[src/rtl/text_scroll_ctrl.sv]
// Marquee engine: reads a LENGTH-byte string from character memory and streams WINDOW-char
// frames over valid/ready, shifting the frame one character per step (one-shot or wrap).
module text_scroll_ctrl #(
    parameter int         ADDR_WIDTH  = 11,
    parameter int         LEN_WIDTH   = 11,
    parameter int         WINDOW      = 16,
    parameter int         MEM_LATENCY = 1,
    parameter logic [7:0] PAD_CHAR    = 8'h20,
    localparam int        POS_W       = (WINDOW > 1) ? $clog2(WINDOW) : 1
) (
    input  logic                  clk,
    input  logic                  reset,
    input  logic                  start,
    input  logic [ADDR_WIDTH-1:0] mem_addr,
    input  logic [LEN_WIDTH-1:0]  length,
    input  logic                  mode,
    input  logic                  step,
    input  logic                  stop,
    output logic                  rd_en,
    output logic [ADDR_WIDTH-1:0] rd_addr,
    input  logic [7:0]            rd_data,
    output logic [7:0]            char_data,
    output logic [POS_W-1:0]      char_pos,
    output logic                  char_valid,
    input  logic                  char_ready,
    output logic                  frame_done,
    output logic                  done,
    output logic                  busy
);

    typedef enum logic [2:0] {
        S_IDLE,
        S_FETCH,
        S_WAIT,
        S_PRESENT,
        S_HOLD
    } state_t;

    // Index carries one extra bit so one-shot padding positions never alias back into the string.
    localparam int               IDX_W    = LEN_WIDTH + 1;
    localparam int               SUM_W    = (ADDR_WIDTH > IDX_W) ? ADDR_WIDTH : IDX_W;
    localparam logic [POS_W-1:0] POS_LAST = POS_W'(WINDOW - 1);
    localparam logic [1:0]       LAT_LAST = 2'(MEM_LATENCY - 1);
    localparam logic [IDX_W-1:0] WIN_EXT  = IDX_W'(WINDOW);

    state_t                 state_q, state_d;
    logic [ADDR_WIDTH-1:0]  base_q, base_d;
    logic [LEN_WIDTH-1:0]   len_q, len_d;
    logic                   mode_q, mode_d;
    logic [LEN_WIDTH-1:0]   offset_q, offset_d;
    logic [IDX_W-1:0]       index_q, index_d;
    logic [POS_W-1:0]       pos_q, pos_d;
    logic [7:0]             char_q, char_d;
    logic [1:0]             lat_q, lat_d;
    logic                   done_q, done_d;
    logic                   frame_done_q, frame_done_d;

    logic [IDX_W-1:0]       len_ext;
    logic [IDX_W-1:0]       idx_inc;
    logic [IDX_W-1:0]       index_next;
    logic [LEN_WIDTH-1:0]   off_inc;
    logic [LEN_WIDTH-1:0]   offset_next;
    logic                   oneshot_end;
    logic                   pad_pos;

    assign len_ext     = {1'b0, len_q};
    assign idx_inc     = index_q + IDX_W'(1);
    assign index_next  = (mode_q && (idx_inc == len_ext)) ? '0 : idx_inc;
    assign off_inc     = offset_q + LEN_WIDTH'(1);
    assign offset_next = (mode_q && (off_inc == len_q)) ? '0 : off_inc;
    assign oneshot_end = (({1'b0, offset_q} + WIN_EXT) >= len_ext);
    assign pad_pos     = (index_q >= len_ext);

    assign rd_addr    = ADDR_WIDTH'(SUM_W'(base_q) + SUM_W'(index_q));
    assign char_data  = char_q;
    assign char_pos   = pos_q;
    assign done       = done_q;
    assign frame_done = frame_done_q;
    assign busy       = (state_q != S_IDLE);

    always_comb begin
        state_d      = state_q;
        base_d       = base_q;
        len_d        = len_q;
        mode_d       = mode_q;
        offset_d     = offset_q;
        index_d      = index_q;
        pos_d        = pos_q;
        char_d       = char_q;
        lat_d        = lat_q;
        done_d       = 1'b0;
        frame_done_d = 1'b0;
        rd_en        = 1'b0;
        char_valid   = 1'b0;

        case (state_q)
            S_IDLE: begin
                if (start) begin
                    base_d   = mem_addr;
                    len_d    = length;
                    mode_d   = mode;
                    offset_d = '0;
                    index_d  = '0;
                    pos_d    = '0;
                    if (length == '0) begin
                        done_d = 1'b1;
                    end else begin
                        state_d = S_FETCH;
                    end
                end
            end

            S_FETCH: begin
                if (stop) begin
                    state_d = S_IDLE;
                end else if (pad_pos) begin
                    // Only reachable in one-shot mode: wrap mode keeps index below length.
                    char_d  = PAD_CHAR;
                    state_d = S_PRESENT;
                end else begin
                    rd_en   = 1'b1;
                    lat_d   = '0;
                    state_d = S_WAIT;
                end
            end

            S_WAIT: begin
                if (stop) begin
                    state_d = S_IDLE;
                end else if (lat_q == LAT_LAST) begin
                    char_d  = rd_data;
                    state_d = S_PRESENT;
                end else begin
                    lat_d = lat_q + 2'd1;
                end
            end

            S_PRESENT: begin
                if (stop) begin
                    state_d = S_IDLE;
                end else begin
                    char_valid = 1'b1;
                    if (char_ready) begin
                        if (pos_q == POS_LAST) begin
                            frame_done_d = 1'b1;
                            state_d      = S_HOLD;
                        end else begin
                            pos_d   = pos_q + POS_W'(1);
                            index_d = index_next;
                            state_d = S_FETCH;
                        end
                    end
                end
            end

            S_HOLD: begin
                if (stop) begin
                    state_d = S_IDLE;
                end else if (step) begin
                    if (!mode_q && oneshot_end) begin
                        done_d  = 1'b1;
                        state_d = S_IDLE;
                    end else begin
                        offset_d = offset_next;
                        index_d  = {1'b0, offset_next};
                        pos_d    = '0;
                        state_d  = S_FETCH;
                    end
                end
            end

            default: begin
                state_d = S_IDLE;
            end
        endcase
    end

    always_ff @(posedge clk or posedge reset) begin
        if (reset) begin
            state_q      <= S_IDLE;
            base_q       <= '0;
            len_q        <= '0;
            mode_q       <= 1'b0;
            offset_q     <= '0;
            index_q      <= '0;
            pos_q        <= '0;
            char_q       <= '0;
            lat_q        <= '0;
            done_q       <= 1'b0;
            frame_done_q <= 1'b0;
        end else begin
            state_q      <= state_d;
            base_q       <= base_d;
            len_q        <= len_d;
            mode_q       <= mode_d;
            offset_q     <= offset_d;
            index_q      <= index_d;
            pos_q        <= pos_d;
            char_q       <= char_d;
            lat_q        <= lat_d;
            done_q       <= done_d;
            frame_done_q <= frame_done_d;
        end
    end

endmodule

[config.mk]
export PLATFORM = sky130hd
export DESIGN_NAME = text_scroll_ctrl
export DESIGN_NICKNAME = d
export VERILOG_FILES = /design/src/rtl/text_scroll_ctrl.sv
export SDC_FILE = /design/constraint.sdc
export NUM_CORES = 1
export LEC_CHECK = 0
export CORE_MARGIN = 3
export CORE_UTILIZATION = 37
export CTS_CLUSTER_DIAMETER = 40
export CTS_CLUSTER_SIZE = 30
export DETAILED_ROUTE_END_ITERATION = 8
export HOLD_SLACK_MARGIN = 0.08
export PLACE_DENSITY = 0.64
export SYNTH_ARGS = -nofsm -noshare
export SYNTH_HDL_FRONTEND = slang
export SYNTH_SLANG_ARGS = --single-unit
[constraint.sdc]
create_clock -name clk -period 3.3 [get_ports clk]
set_input_delay 0.33 -clock clk [delete_from_list [all_inputs] [get_ports clk]]
set_output_delay 0.33 -clock clk [all_outputs]
set_load 0.02 [all_outputs]
==> flow_metrics.py <==
metrics = {
    "synth": {
        "yosys_warnings": 0,
        "netlist_top_cells_count": "71 x nand2_1, 65 x dfrtp_1, 42 x a21oi_1",
        "async_flop_share": 1.00,
        "synthSimpleGateAreaFrac": 0.233,
        "synth_xor_area_frac": 0.0718,
        "synth_area_leader_cell": "dfrtp_1",
        "synth.cell_area_um2": 5140,
        "synth_fa_ha_area_frac": 0.0939,
        "synth_top_family_by_area": "simple AND/OR/NAND/NOR gates",
        "ys.flop_type": "dfrtp_1",
        "synth-edff-count": 0,
        "synth_area_leaders": "dfrtp_1 32%, ha_1 9.0%, nand2_1 5.2%",
        "yosysMostFrequentCell": "nand2_1",
        "ys_seq_elements": 65,
        "synth_compound_area_frac": 0.195,
        "synth_fp_nets": 678,
        "synthDistinctLibCells": 67,
        "synth.avg_cell_area_um2": 8.53,
        "synth_seq_area_share": 0.316,
        "synthMuxAreaShare": 0.0341,
        "netlist.area_leader.share": 0.316,
        "synth_cells": 603,
    },
    "worst_setup_path": {
        "worstPathArrival_ps": 2810,
        "cp.required_ps": 2970,
        "critPathCaptureType": "primary output",
        "critPathKind": "register to primary output",
        "worst_setup_path_start_kind": "register",
        "crit_fanout": 7,
    },
    "die": {
        "die_h_um": 124,
        "io_pins": 65,
        "die_x_um": 124,
        "rows": 42,
        "dieArea_um2": 15400,
        "initial_core_util": 0.384,
        "coreArea_um2": 13400,
    },
    "cts": {
        "clock_latency_ps": 340,
        "cts_root_buf": "clkbuf_16",
        "cts_setup_buffers": 0,
        "cts_tree": "built",
        "cts_resized": 5,
        "ctsHoldBuffers": 0,
        "cts_buffer_depth": 2,
        "htree_num_levels": 3,
        "cts_inserted_buffers": 9,
        "path_clk_slew_ps": 50,
        "clock_sinks": 65,
    },
    "placement": {
        "port_buffers": 64,
        "gp_congestion": 0.943,
        "hpwl_mm": 11.0,
        "placement.cell_area_um2": 6040,
    },
    "timing": {
        "whs_ps": 433,
        "tns_ps": 0,
        "slew_headroom": 0.442,
        "post-route-period-util": 0.951,
        "finClkSkew_ps": 8.43,
        "hold_viol_final": 0,
        "finalCriticalPeriod_ps": 3140,
        "clock.fmax_ghz": 0.319,
        "setup-violations-final": 0,
        "slew_violations": 0,
        "rsz0062_at_grt": "no",
        "worst_pin_slew_ps": 833,
    },
    "power": {
        "seqPwrFrac": 0.259,
        "total_power_mw": 5.61,
        "p_sw_mw": 2.54,
        "p_int_mw": 3.07,
        "power_frac_comb": 0.583,
        "p_per_area_nw_per_um2": 890,
        "p_leak_nw": 2.72,
        "clockPowerShare": 0.158,
        "ir_drop_uv": 312,
        "p_sw_frac": 0.452,
    },
    "final_layout": {
        "drive_gt1_frac": 0.0921,
        "nFillCells": 1277,
        "antenna_cells": 0,
        "fin_area_um2": 6300,
        "synthToLayoutAreaGrowth_pct": 22.6,
        "nets": 745,
    },
    "job": {
        "drv_cap": 0,
    },
    "drt": {
        "drt_first_iter_violations": 452,
        "drtAntennaViolNets": 0,
        "vias_per_cell": 5.69,
        "wl_per_cell_um": 17.1,
        "routed_wl_mm": 14.5,
        "firstDrtPassIters": 5,
        "via_count": 4827,
        "drc": 0,
    },
    "global_route": {
        "antenna_found_initial": 0,
        "grt_overflow_total": 0,
        "grt_pass1_wl_mm": 23.2,
        "grtUsageTotal": 0.194,
        "grt_pass1_vias": 4564,
        "grt_max_degree": 38,
    },
    "hold_path": {
        "hold_path_class": "primary input to asynchronous set/reset pin",
    },
    "run_status": {
        "status": "finished, final reports clean",
    },
}
[state kept, by name, indices dropped and copies added (netlist names)]
signal / flops
index_q: 12
base_q: 11
len_q: 11
offset_q: 11
char_data: 8
char_pos: 4
state_q: 3
lat_q: 2
done: 1
frame_done: 1
mode_q: 1
[power by group through the flow]
stage	combinational [mW]	clock, mW	sequential, mW
6_report	3.27	0.887	1.45
5_1_grt	3.62	0.934	1.49
4_1_cts	3.27	0.910	1.44
3_5_place_dp	3.31	0	1.46
3_3_place_gp	3.23	0	1.45
2_1_floorplan	2.28	0	1.32
[cells in the final DEF, fill, tap and decap left out, drive strengths merged, types with 12 or more instances in the layout]
cell type,count
xnor2,26
dfrtp,65
o21ai,36
clkdlybuf4s50,60
inv,34
nand3,34
mux2,12
nand4,16
a21oi,42
nor2,27
buf,25
clkbuf,14
nand2,71
ha,37
[cell type report]
type                            count  area, µm²  area share
Multi-Input combinational cell    471       3230       0.512
Sequential cell                    65       1630       0.258
Timing Repair Buffer               89        836       0.133
Clock buffer                       14        264      0.0419
Tap cell                          176        220      0.0349
Inverter                           34        128      0.0202
[worst max-delay path, cell delays in order, from the launching register on]
cell and delay [ps]:
dfrtp_2 460, ha_1 300, a21o_1 160, a21oi_1 220
o21ai_0 110, a21oi_1 230, o21ai_1 160, or4_1 410
nand3_1 90, dlygate4sd2_1 330
[per-layer routing]
| metal | vias to the layer above | track usage | part of all wire |
|---|---|---|---|
| met2 | 128 | 0.301 | 0.47 |
| met3 | 30 | 0.0282 | 0.046 |
| met1 | 2346 | 0.265 | 0.46 |
| met5 | - | 0 | 0 |
| li1 | 2323 | - | - |
| met4 | 0 | 0.0958 | 0.030 |
[kinds of logic after synthesis]
group | Yosys count
XOR/XNOR | 39
multiplexers | 16
flip-flops | 65
adder cells (fa/ha/maj) | 38
buffers and inverters | 67
AND/OR/NAND/NOR | 227
AO/OA/AOI/OAI | 151
[stage by stage]
step | instances | utilization | worst slack [ps]
detailed placement | 835 | 0.451 | 170
CTS | 849 | 0.470 | 102
global route | 849 | 0.470 | 9.26
global placement | 835 | 0.451 | 252
finish | 849 | 0.470 | 162
floorplan | 603 | - | 506
[final timing paths]
kind | from | to | slack, ps | cells after the start
max | index_q[1] | rd_addr[9] | 160 | 9
min | reset | base_q[9] | 430 | 2
max reg2reg | offset_q[4] | index_q[8] | 290 | 11
min reg2reg | char_data[5] | char_data[5] | 500 | 1
max in group asynchronous | reset | len_q[8] | 2210 | 3
min in group clk | char_data[5] | char_data[5] | 500 | 1
(Power assumes the default switching activity.)
